--- src/rtl/branch_predict_ctrl.sv ---
`default_nettype none
// ============================================================================
//  Module      : branch_predict_ctrl
//  Description : Bimodal branch predictor with resolve-stage control.
//                A table of 2-bit saturating counters, indexed by PC[IDX+1:2],
//                gives a zero-latency taken prediction to fetch. The resolve
//                stage evaluates the branch condition, trains the table, and
//                raises a registered redirect when the fetch-time prediction
//                was wrong. Branch and mispredict statistics are kept.
//
//  Ports       : clk, rst           - clock, synchronous active-high reset
//                fetch_pc           - lookup PC        -> pred_taken (comb.)
//                res_valid/res_pc   - resolving instruction present / its PC
//                res_want/res_cond  - condition code / compare result
//                res_pred           - prediction carried from fetch
//                res_target/res_next_pc - taken target / fall-through PC
//                res_taken, redirect, redirect_pc, cond_err - registered results
//                branch_cnt, miss_cnt - saturating statistics counters
//
//  Revision    : 1.0 - initial release
// ============================================================================
module branch_predict_ctrl #(
    parameter int         PC_W      = 32,
    parameter int         BHT_DEPTH = 64,
    parameter int         CNT_W     = 16,
    parameter logic [1:0] BHT_INIT  = 2'b01
) (
    input  logic             clk,
    input  logic             rst,
    input  logic [PC_W-1:0]  fetch_pc,
    output logic             pred_taken,
    input  logic             res_valid,
    input  logic [PC_W-1:0]  res_pc,
    input  logic [2:0]       res_want,
    input  logic [1:0]       res_cond,
    input  logic             res_pred,
    input  logic [PC_W-1:0]  res_target,
    input  logic [PC_W-1:0]  res_next_pc,
    output logic             res_taken,
    output logic             redirect,
    output logic [PC_W-1:0]  redirect_pc,
    output logic             cond_err,
    output logic [CNT_W-1:0] branch_cnt,
    output logic [CNT_W-1:0] miss_cnt
);

    localparam int         c_idx_w   = $clog2(BHT_DEPTH);
    localparam [CNT_W-1:0] c_cnt_one = CNT_W'(1);

    // Compare-result encodings
    localparam logic [1:0] c_cond_gt  = 2'b00;
    localparam logic [1:0] c_cond_eq  = 2'b01;
    localparam logic [1:0] c_cond_lt  = 2'b10;
    localparam logic [1:0] c_cond_rsv = 2'b11;

    logic [1:0]         r_bht [BHT_DEPTH];
    logic               r_res_taken;
    logic               r_redirect;
    logic [PC_W-1:0]    r_redirect_pc;
    logic               r_cond_err;
    logic [CNT_W-1:0]   r_branch_cnt;
    logic [CNT_W-1:0]   r_miss_cnt;

    logic [c_idx_w-1:0] w_fetch_idx;
    logic [c_idx_w-1:0] w_res_idx;
    logic               w_accept;
    logic               w_is_cond;
    logic               w_cond_rsv;
    logic               w_taken_raw;
    logic               w_taken;
    logic               w_mispredict;
    logic               w_bht_we;
    logic [1:0]         w_bht_cur;
    logic [1:0]         w_bht_nxt;
    logic               w_unused;

    assign w_fetch_idx = fetch_pc[c_idx_w+1:2];
    assign w_res_idx   = res_pc[c_idx_w+1:2];

    // Read of the registered table: a same-cycle update is not visible here
    // until after the clock edge, so fetch always sees the pre-update value.
    assign pred_taken  = r_bht[w_fetch_idx][1];

    // While a redirect is being issued, whatever sits in resolve is wrong-path.
    assign w_accept    = res_valid & ~r_redirect;

    assign w_is_cond   = (res_want >= 3'd2);
    assign w_cond_rsv  = w_is_cond & (res_cond == c_cond_rsv);

    always_comb begin
        w_taken_raw = 1'b0;
        case (res_want)
            3'd0:    w_taken_raw = 1'b0;
            3'd1:    w_taken_raw = 1'b1;
            3'd2:    w_taken_raw = (res_cond == c_cond_lt);
            3'd3:    w_taken_raw = (res_cond == c_cond_gt) | (res_cond == c_cond_eq);
            3'd4:    w_taken_raw = (res_cond == c_cond_eq);
            3'd5:    w_taken_raw = (res_cond != c_cond_eq);
            3'd6:    w_taken_raw = (res_cond == c_cond_eq) | (res_cond == c_cond_lt);
            3'd7:    w_taken_raw = (res_cond == c_cond_gt);
            default: w_taken_raw = 1'b0;
        endcase
    end

    // A reserved compare result never produces a taken branch.
    assign w_taken      = w_taken_raw & ~w_cond_rsv;
    assign w_mispredict = w_taken ^ res_pred;

    // Only genuinely conditional branches with a trustworthy compare train.
    assign w_bht_we  = w_accept & w_is_cond & ~w_cond_rsv;
    assign w_bht_cur = r_bht[w_res_idx];

    always_comb begin
        w_bht_nxt = w_bht_cur;
        if (w_taken) begin
            if (w_bht_cur != 2'b11) w_bht_nxt = w_bht_cur + 2'd1;
        end else begin
            if (w_bht_cur != 2'b00) w_bht_nxt = w_bht_cur - 2'd1;
        end
    end

    always_ff @(posedge clk) begin
        if (rst) begin
            for (int i = 0; i < BHT_DEPTH; i++) r_bht[i] <= BHT_INIT;
        end else if (w_bht_we) begin
            r_bht[w_res_idx] <= w_bht_nxt;
        end
    end

    always_ff @(posedge clk) begin
        if (rst) begin
            r_res_taken   <= 1'b0;
            r_redirect    <= 1'b0;
            r_cond_err    <= 1'b0;
            r_redirect_pc <= '0;
            r_branch_cnt  <= '0;
            r_miss_cnt    <= '0;
        end else if (w_accept) begin
            r_res_taken   <= w_taken;
            r_redirect    <= w_mispredict;
            r_cond_err    <= w_cond_rsv;
            r_redirect_pc <= w_taken ? res_target : res_next_pc;
            if ((res_want != 3'd0) && (r_branch_cnt != '1))
                r_branch_cnt <= r_branch_cnt + c_cnt_one;
            if (w_mispredict && (r_miss_cnt != '1))
                r_miss_cnt <= r_miss_cnt + c_cnt_one;
        end else begin
            // redirect_pc intentionally holds its last value here
            r_res_taken   <= 1'b0;
            r_redirect    <= 1'b0;
            r_cond_err    <= 1'b0;
        end
    end

    assign res_taken   = r_res_taken;
    assign redirect    = r_redirect;
    assign redirect_pc = r_redirect_pc;
    assign cond_err    = r_cond_err;
    assign branch_cnt  = r_branch_cnt;
    assign miss_cnt    = r_miss_cnt;

    // PC bits outside the index field play no part in prediction.
    assign w_unused = ^{fetch_pc[PC_W-1:c_idx_w+2], fetch_pc[1:0],
                        res_pc[PC_W-1:c_idx_w+2], res_pc[1:0]};

endmodule
`default_nettype wire
--- config.mk ---
export PLATFORM = sky130hd
export DESIGN_NAME = branch_predict_ctrl
export DESIGN_NICKNAME = d
export VERILOG_FILES = /design/src/rtl/branch_predict_ctrl.sv
export SDC_FILE = /design/constraint.sdc
export NUM_CORES = 1
export LEC_CHECK = 0
export CAP_MARGIN = 30
export CORE_ASPECT_RATIO = 1.75
export CORE_MARGIN = 10
export CORE_UTILIZATION = 45
export CTS_CLUSTER_DIAMETER = 50
export DETAILED_ROUTE_END_ITERATION = 6
export PLACE_DENSITY = 0.71
export SLEW_MARGIN = 20
export SYNTH_ARGS = -nofsm -noshare
export SYNTH_HDL_FRONTEND = slang
export SYNTH_SLANG_ARGS = --single-unit
--- constraint.sdc ---
create_clock -name clk -period 5.44 [get_ports clk]
set_clock_uncertainty 0.1 [all_clocks]
set_input_delay 1.088 -clock clk [delete_from_list [all_inputs] [get_ports clk]]
set_output_delay 1.088 -clock clk [all_outputs]
set_load 0.02 [all_outputs]
==> results.md, run 1 <==
- Vias: between 8000 and 9000
- Final ANT Viol Nets: 0
- Die width: ~130 µm
- First-pass GRT wire length: ~47000 µm
- CTS tree: built
- Share of Yosys cell area claimed by the top area cell type: between 30% and 40%
- Fraction of layout cells with a size suffix above 1: a little under an eighth
- P&R area growth vs syn: 22.8%
- GR Overflow Total: 0
- Unrepaired setup endpoints after global routing: false
- Syn_nets: roughly 1100
- Post-Layout Inst Area: approximately 0.013 mm²
- Largest cells by area after synthesis: edfxtp_1 (38%), dfxtp_1 (13%), mux4_2 (8.2%), mux2i_1 (4.5%), nand3_1 (4.3%)
- H-tree levels: 4
- Clk root buf: clkbuf_16
- Antenna Cells: 0
- Routed len/inst: roughly 23 µm
- Syn Area/Cell: 11.1 µm²
- Die span in y: 219 µm
- Clk buf depth: 2
- CP cell instances: clkdlybuf4s50_1 -> buf_12 -> mux4_2 -> mux4_2 -> nor2b_1 -> a211oi_1 -> a21oi_1 -> clkdlybuf4s50_1
- Delay of the slowest critical-path stage: 0.58 ns
- Post_cts resized: 0
- Post-route DRC: 0
- Clk sink count: about 200
- Critical path class: primary input to primary output
- DP Wirelength: 21900 µm
- Area leader, netlist: edfxtp_1
- Post-CTS setup buffers: 0
- Rel. slew slack: around 36%
- Placed Area: 0.0120 mm²
- Initial core utilization: between 40% and 50%
- CP Data Arrival Time: a little under 4 ns
- Commonest register cell after synthesis: edfxtp_1
- Sum Neg Setup Slack: 0 ns
- Final core utilization: between 50% and 60%
- Post-CTS Hold Buffers: 0
- Final Hold Fails: 0
- Max_cap viols: 0
- FFs w/ async S/R, synth: 0%
- Routed WL: just over 30000 µm
- Core Region: about 0.022 mm²
- Outcome: complete, no violations
- GRT Total Usage: 20.6%
- Largest net degree at the start of global routing: 83
- Netlist cell types: 60
- Post-synth EDFFs: around 130
- Worst Path Max Fanout: 16
- Die area: 0.0294 mm²
- Port Buffers: 152
- CTS buffer count: 17
- Overall power: around 3.5 mW
- Kind of end point of the critical path: primary output
- Synth Register Bits: 195
- Most frequent cells in the layout: clkdlybuf4s50_1 (149), edfxtp_1 (128), nand3_1 (87)
- Max frequency: 198 MHz
- Vias in the first global route: 8250
- Final setup viols: 0
- Pwr per Cell Area: ~280 mW/mm²
- Syn Inst Count: 920
- CTS clk-pin slew, worst paths: roughly 0.07 ns
- Number of placement rows: slightly above 70
- Fin. max-slew vios: 0
- Critical Path RT: between 4 and 5 ns
- Yosys warnings: 0
- Register area share after synthesis: slightly above 50%
- Period utilization: 93.0%
- Initial antenna violation count: 0
- Hold Path Class: flop to flop
- Mapped cell area: ~0.010 mm²
- Post-layout nets: ~1200
- Most common cell after layout, fill and taps aside: clkdlybuf4s50_1
- Drt initial violations: 666
- Vias per cell: about 6
- Final min period: between 5 and 6 ns
- Fill count: 1936
- Drt first pass iters: 5
- Crit start category: primary input
- Clock latency on the worst-skew pair: 0.45 ns
- IO Count: around 210
- Leak: ~4.3 nW
- VDD IR max: 0.000196 V
- CP Buf/Inv Count: 3
- Crit path max-delay family: buffers and inverters
- Critical Path Slowest Stage Cell: mux4_2
- Worst-Margin Slew: roughly 0.96 ns
- Routability cong.: around 0.87
==> logic make-up after synthesis <==
kind of cell,Yosys count,share of synthesized area (%)
AND/OR/NAND/NOR,364,18.2
flip-flops,195,50.7
AO/OA/AOI/OAI,155,11.4
buffers and inverters,95,4.41
multiplexers,88,13.2
XOR/XNOR,21,1.80
adder cells (fa/ha/maj),2,0.245
==> stage by stage <==
step / worst slack [ns] / instances / hold WS [ns]
2_1_floorplan: 1.11 / 920 / 0.463
3_3_place_gp: 0.347 / 1313 / 0.383
3_5_place_dp: 0.376 / 1313 / 0.392
4_1_cts: 0.376 / 1345 / 0.399
5_1_grt: 0.317 / 1345 / 0.412
6_report: 0.380 / 1345 / 0.397
==> state kept, by name, summed over array words and instances, names as in the netlist <==
name	count
miss_cnt	16
redirect_pc	32
res_taken	1
branch_cnt	16
redirect	1
cond_err	1
r_bht	128
==> path summary, 6_finish.rpt <==
kind	slack (ns)	start	cells after the start	end
hold / removal	0.40	redirect_pc[12]	2	redirect_pc[12]
hold reg to reg	0.40	redirect_pc[12]	2	redirect_pc[12]
setup reg to reg	2.11	redirect	6	r_bht[60][0]
setup / recovery	0.38	fetch_pc[2]	8	pred_taken
==> metal layers <==
metal	GRT usage [%]	routed length [µm]	up-vias
li1	-	-	3738
met1	21.4	10600	3973
met2	36.2	16000	382
met3	6.27	2500	76
met4	11.7	1400	0
met5	0	0	-
==> cells in the mapped netlist, types with 8 or more instances <==
library cell,instances
edfxtp_1,128
nand3_1,87
nor2_1,81
dfxtp_1,67
nor3_1,56
a21o_1,55
clkbuf_1,53
mux2i_1,46
mux4_2,37
nand2_1,37
a211oi_1,35
nor4_1,20
a21oi_1,15
buf_2,15
nand2b_1,15
xnor2_1,15
and3_1,12
nand4_1,9
buf_1,8
buf_6,8
==> worst min-delay path, stage by stage (launching register included) <==
cell and delay, ns:
dfxtp_1 0.31, nor2_1 0.09, a211oi_1 0.05
==> cell type report <==
| class | count | area [µm²] | share of cell area, % |
|---|---|---|---|
| Clock buffer | 23 | 520 | 4.15 |
| Clock inverter | 9 | 75.1 | 0.598 |
| Inverter | 7 | 26.3 | 0.209 |
| Multi-Input combinational cell | 630 | 4610 | 36.7 |
| Sequential cell | 195 | 5180 | 41.3 |
| Tap cell | 296 | 370 | 2.95 |
| Timing Repair Buffer | 185 | 1770 | 14.1 |
==> power breakdown <==
part	total [mW]	leakage, nW	switching [mW]	internal (mW)
clock	1.28	0.302	0.560	0.718
combinational	0.556	2.35	0.323	0.233
sequential	1.65	1.67	0.0280	1.62
total	3.48	4.32	0.911	2.57
No activity file was read; power rests on OpenSTA's default activity.
==> run 2, diff against run 1 <==
CORE_UTILIZATION = 55   (was 45)
PLACE_DENSITY = 0.85   (was 0.71)
SKIP_CTS_REPAIR_TIMING = 1   (was not set)
==> run 2 against run 1 <==
Sequential power barely moved. Core utilization rose by 12 points. Worst setup slack improved by 0.069 ns. Final area fell by 1.0%. Die area fell by 16%. Clock-buffer cell count fell by 4. Flip-flop and latch count did not move. Clock power fell by 9%. Non-clock buffer count rose by 1. Via count rose by 1.0%. Largest power group unchanged. Highest routed layer unchanged.
==> results.md, run 2 (same netlist as run 1, synthesis figures left out) <==
- Clk sink count: 195 (unchanged)
- Vias per cell: 6.43 (+5.8%)
- Sw Ratio: 27.5% (+1.4 points)
- Min setup slack post-route: 0.449 ns (+0.0687 ns)
- P&R area growth vs syn: 21.5%
- Clock power frac: 34.6% (-2.1 points)
- Combinational Power Share: 16.5% (+0.5 points)
- Final setup viols: 0 (unchanged)
- Die width: 123 µm (-8.1%)
- Most frequent cells in the layout: clkdlybuf4s50_1 (149), edfxtp_1 (128), nand3_1 (87)
- DP Wirelength: 21100 µm (-3.4%)
- Period utilization: 91.7% (-1.3 points)
- Die span in y: 200 µm (-8.7%)
- Max reg flops: 128 (unchanged)
- Leak: 4.28 nW (-0.93%)
- Outcome: complete, no violations
- CTS buffer count: 17 (unchanged)
- Vias: 8251 (+1.0%)
- Reg power frac: 48.8% (+1.5 points)
- Final Hold Fails: 0 (unchanged)
- Antenna Cells: 0 (unchanged)
- Fin cells: 1284 (-4.5%)
- Die area: 0.0247 mm² (-16%)
- Initial antenna violation count: 0 (unchanged)
- Post-route DRC: 0 (unchanged)
- Routability cong.: 0.942 (+7.9%)
- Clk root buf: clkbuf_16
- Post-layout nets: 1176 (+0.085%)
- Sum Neg Setup Slack: 0 ns (unchanged)
- Port Buffers: 152 (unchanged)
- Clk buf depth: 2 (unchanged)
- Critical Path RT: 4.25 ns (about the same)
- H-tree levels: 4 (unchanged)
- IO Count: 205 (unchanged)
- Final min period: 4.99 ns (-0.0687 ns)
- Switch Pwr: 929 µW (+1.9%)
- Reg with most FFs: r_bht
- Core Region: 0.0181 mm² (-18%)
- Max frequency: 200 MHz (+1.4%)
- Clock latency on the worst-skew pair: 0.44 ns (about the same)
- Crit start category: primary input
- Critical path class: primary input to primary output
- Routed WL: 30200 µm (-1.1%)
- Placed Area: 0.0119 mm² (-0.65%)
- Max_cap viols: 0 (unchanged)
- Pwr per Cell Area: 271 mW/mm² (-2.1%)
- Fraction of layout cells with a size suffix above 1: 12.0% (+0.084 points)
- First-pass GRT wire length: 47000 µm (+0.38%)
- Number of placement rows: 65 (-9.7%)
- Kind of end point of the critical path: primary output
- Overall power: 3.37 mW (-3.1%)
- VDD IR max: 0.000217 V (+11%)
- Final core utilization: 68.5% (+12 points)
- Worst-Margin Slew: 0.897 ns (-0.0606 ns)
- Drt first pass iters: 7 (+2)
- DP Cell Count: 1251 (-4.7%)
- Post-Place Setup Slack: 0.447 ns (+0.0704 ns)
- GR Overflow Total: 0 (unchanged)
- CTS clk-pin slew, worst paths: 0.07 ns (about the same)
- Unrepaired setup endpoints after global routing: false
- Fin. max-slew vios: 0 (unchanged)
- Drt initial violations: 749 (+12%)
- Worst Path Max Fanout: 16 (unchanged)
- Initial core utilization: 56.4% (+10 points)
- Hold Path Class: flop to flop
- Final ANT Viol Nets: 0 (unchanged)
- Most common cell after layout, fill and taps aside: clkdlybuf4s50_1
- Rel. slew slack: 40.2% (+4.0 points)
- Routed len/inst: 23.5 µm (+3.6%)
- CP Data Arrival Time: 3.80 ns (-0.07 ns)
- Post-Layout Inst Area: 0.0124 mm² (-1.0%)
- Vias in the first global route: 8546 (+3.6%)
- Largest net degree at the start of global routing: 73 (-12%)
- Hold WS: 0.397 ns (-0.000605 ns)
- Internal power: 2.44 mW (-4.9%)
- GRT Total Usage: 24.5% (+3.9 points)
- CTS tree: built
==> run 2: cell count changes in the layout (fill, tap and decap cells not counted), sizes merged <==
| cell | delta |
|---|---|
| clkinv | -1 |
| buf | +1 |
| bufinv | -1 |
| clkinvlp | +2 |
| clkbuf | -4 |
| inv | +4 |
==> run 2: final timing paths <==
kind | startpoint | end | slack [ns] | cells past startpoint
max | fetch_pc[2] | pred_taken | 0.45 | 8
min | redirect_pc[26] | redirect_pc[26] | 0.40 | 2
max reg2reg | r_bht[5][1] | r_bht[24][0] | 2.40 | 8
min reg2reg | redirect_pc[26] | redirect_pc[26] | 0.40 | 2
==> run 2: worst max-delay path, stage by stage <==
cell	delay, ns
clkdlybuf4s50_1	0.50
buf_12	0.20
mux4_2	0.54
mux4_2	0.49
nor2b_1	0.15
a211oi_1	0.20
a21oi_1	0.06
clkdlybuf4s50_1	0.55
==> run 2: routing by layer <==
layer  part of all wire (%)  GRT usage [%]  wire length [µm]  vias to the layer above
met4                    5.0           13.2              1490                        0
met1                     33           25.9             10100                     3889
met5                      0              0                 0                        -
met2                     52           41.7             15600                      508
met3                    9.9           7.96              3000                      112
li1                       -              -                 -                     3742
==> run 2: power by group through the flow <==
stage / Sequential [mW] / Clock, mW / Combinational [mW]
2_1_floorplan: 1.70 / 0 / 0.324
3_3_place_gp: 1.68 / 0 / 0.542
5_1_grt: 1.65 / 1.23 / 0.594
3_5_place_dp: 1.68 / 0 / 0.550
6_report: 1.65 / 1.17 / 0.557
4_1_cts: 1.65 / 1.18 / 0.554
==> run 2: area by class of cell <==
cell class,instances,area [µm²]
fill,1300,5710
clock buffer,19,433
sequential,195,5180
tap,234,293
multi-input combinational,630,4610
timing repair buffer,186,1780
inverter,7,26.3
clock inverter,13,98.8
==> run 3, diff against run 2 <==
CORE_ASPECT_RATIO = 0.6   (was 1.75)
==> run 3 against run 2 <==
Flip-flop and latch count did not move. Sequential power hardly changed. Critical endpoint unchanged. Clock-buffer cell count unchanged. Largest cell class unchanged. First-iteration DRC count up 58%. Worst setup slack lost 0.041 ns. Sequential share of layout area decreased by 0.26 points. Highest routed layer unchanged. Largest power group unchanged. Cell count grew 0.55%.
==> results.md, run 3 (same netlist as run 1, synthesis figures left out) <==
- Worst Path Max Fanout: 10 (-6)
- Vias per cell: 6.47 (+0.61%)
- Hold WS: 0.399 ns (+0.00196 ns)
- Min setup slack post-route: 0.409 ns (-0.0406 ns)
- Post-layout nets: 1177 (+0.085%)
- CTS tree: built
- Initial antenna violation count: 0 (unchanged)
- Fill count: 1333 (+2.5%)
- Die span in y: 126 µm (-37%)
- Final setup viols: 0 (unchanged)
- Critical path class: primary input to primary output
- Core Region: 0.0182 mm² (+0.15%)
- Sum Neg Setup Slack: 0 ns (unchanged)
- CP Data Arrival Time: 3.84 ns (+0.04 ns)
- Number of placement rows: 38 (-42%)
- First-pass GRT wire length: 46200 µm (-1.6%)
- Initial core utilization: 56.3% (-0.082 points)
- Kind of end point of the critical path: primary output
- Die width: 196 µm (+59%)
- H-tree levels: 4 (unchanged)
- Max reg flops: 128 (unchanged)
- Routed len/inst: 23.3 µm (-0.71%)
- Routability cong.: 0.964 (+2.3%)
- Period utilization: 92.5% (+0.75 points)
- Final min period: 5.03 ns (+0.0406 ns)
- Combinational Power Share: 16.0% (-0.5 points)
- Most common cell after layout, fill and taps aside: clkdlybuf4s50_1
- Clock power frac: 36.4% (+1.8 points)
- Final ANT Viol Nets: 0 (unchanged)
- Drt initial violations: 1185 (+58%)
- Critical Path Slowest Stage Cell: clkdlybuf4s50_1
- Sw Ratio: 28.2% (+0.63 points)
- Drt first pass iters: 5 (-2)
- Reg power frac: 47.6% (-1.2 points)
- Delay of the slowest critical-path stage: 0.55 ns (about the same)
- CTS buffer count: 17 (unchanged)
- Storage element area: 0.00518 mm² (unchanged)
- Worst-Margin Slew: 0.878 ns (-0.0187 ns)
- Final Hold Fails: 0 (unchanged)
- Routed WL: 30100 µm (-0.17%)
- Reg with most FFs: r_bht
- CTS clk-pin slew, worst paths: 0.08 ns (about the same)
- GRT Total Usage: 23.7% (-0.81 points)
- Rel. slew slack: 41.2% (+1.0 points)
- Clk sink count: 195 (unchanged)
- Internal power: 2.49 mW (+1.8%)
- Vias: 8347 (+1.2%)
- Leak: 4.33 nW (+1.1%)
- Fraction of layout cells with a size suffix above 1: 12.5% (+0.46 points)
- Critical Path RT: 4.25 ns (about the same)
- Largest net degree at the start of global routing: 66 (-9.6%)
- Pwr per Cell Area: 277 mW/mm² (+2.1%)
- Final core utilization: 68.8% (+0.33 points)
- Crit start category: primary input
- DP Wirelength: 21500 µm (+2.0%)
- Fin. max-slew vios: 0 (unchanged)
- Max_cap viols: 0 (unchanged)
- CP cell instances: clkdlybuf4s50_1 -> buf_4 -> buf_4 -> mux4_2 -> mux4_2 -> mux2i_1 -> a21oi_1 -> clkdlybuf4s50_1
- Vias in the first global route: 7874 (-7.9%)
- GR Overflow Total: 0 (unchanged)
- Port Buffers: 152 (unchanged)
- Clock latency on the worst-skew pair: 0.44 ns (about the same)
- VDD IR max: 0.000200 V (-7.9%)
- Clk buf depth: 2 (unchanged)
- Most frequent cells in the layout: clkdlybuf4s50_1 (149), edfxtp_1 (128), nand3_1 (87)
- P&R area growth vs syn: 22.3%
- Post-Place Setup Slack: 0.411 ns (-0.0362 ns)
- Post-route DRC: 0 (unchanged)
- Multi-input gate area: 0.00461 mm² (+0.11%)
- Hold Path Class: flop to flop
- Clk root buf: clkbuf_16
- Switch Pwr: 976 µW (+5.1%)
- Unrepaired setup endpoints after global routing: false
- Die area: 0.0246 mm² (-0.15%)
- Outcome: complete, no violations
- Antenna Cells: 0 (unchanged)
- IO Count: 205 (unchanged)
- Max frequency: 199 MHz (-0.81%)
## run 3: changes by cell type in the layout (fill, tap and decap cells not counted), sizes merged
cell      delta
clkinv       +3
clkinvlp     -3
buf          +1
## run 3: stage by stage
step	instances	power, mW	instance area (µm²)
after floorplan	920	2.02	10200
after global placement	1258	2.21	11900
after detailed placement	1259	2.22	11900
after CTS	1291	3.46	12500
after global routing	1291	3.57	12500
final	1291	3.46	12500
## run 3: final timing paths
check	cells after the start	slack, ns	end	start
max	8	0.41	pred_taken	fetch_pc[2]
min	2	0.40	redirect_pc[18]	redirect_pc[18]
max reg2reg	8	2.24	r_bht[39][1]	r_bht[56][0]
min reg2reg	2	0.40	redirect_pc[18]	redirect_pc[18]
## run 3: cell type report
class / instances / share of cell area [%]
clock buffer: 19 / 3.62
clock inverter: 13 / 1.12
inverter: 7 / 0.210
multi-input combinational: 630 / 36.9
sequential: 195 / 41.5
tap: 240 / 2.40
timing repair buffer: 187 / 14.3
## run 3: per-layer routing
| metal | wire length [µm] | vias up | GRT usage, % |
|---|---|---|---|
| met3 | 4470 | 42 | 9.98 |
| met4 | 367 | 0 | 5.77 |
| met5 | 0 | - | 0 |
| met1 | 12000 | 4010 | 32.0 |
| li1 | - | 3744 | - |
| met2 | 13300 | 551 | 34.6 |
## run 3: critical path, delay by kind of cell
family / cells / cell delay (ns)
buffers and inverters: 4 / 1.48
AO/OA/AOI/OAI: 1 / 0.11
multiplexers: 3 / 1.17
## run 3: power by group through the flow
stage	combinational (mW)	clock, mW	sequential (mW)
6_report	0.553	1.26	1.65
5_1_grt	0.591	1.32	1.65
4_1_cts	0.547	1.27	1.65
3_5_place_dp	0.544	0	1.68
3_3_place_gp	0.537	0	1.68
2_1_floorplan	0.324	0	1.70
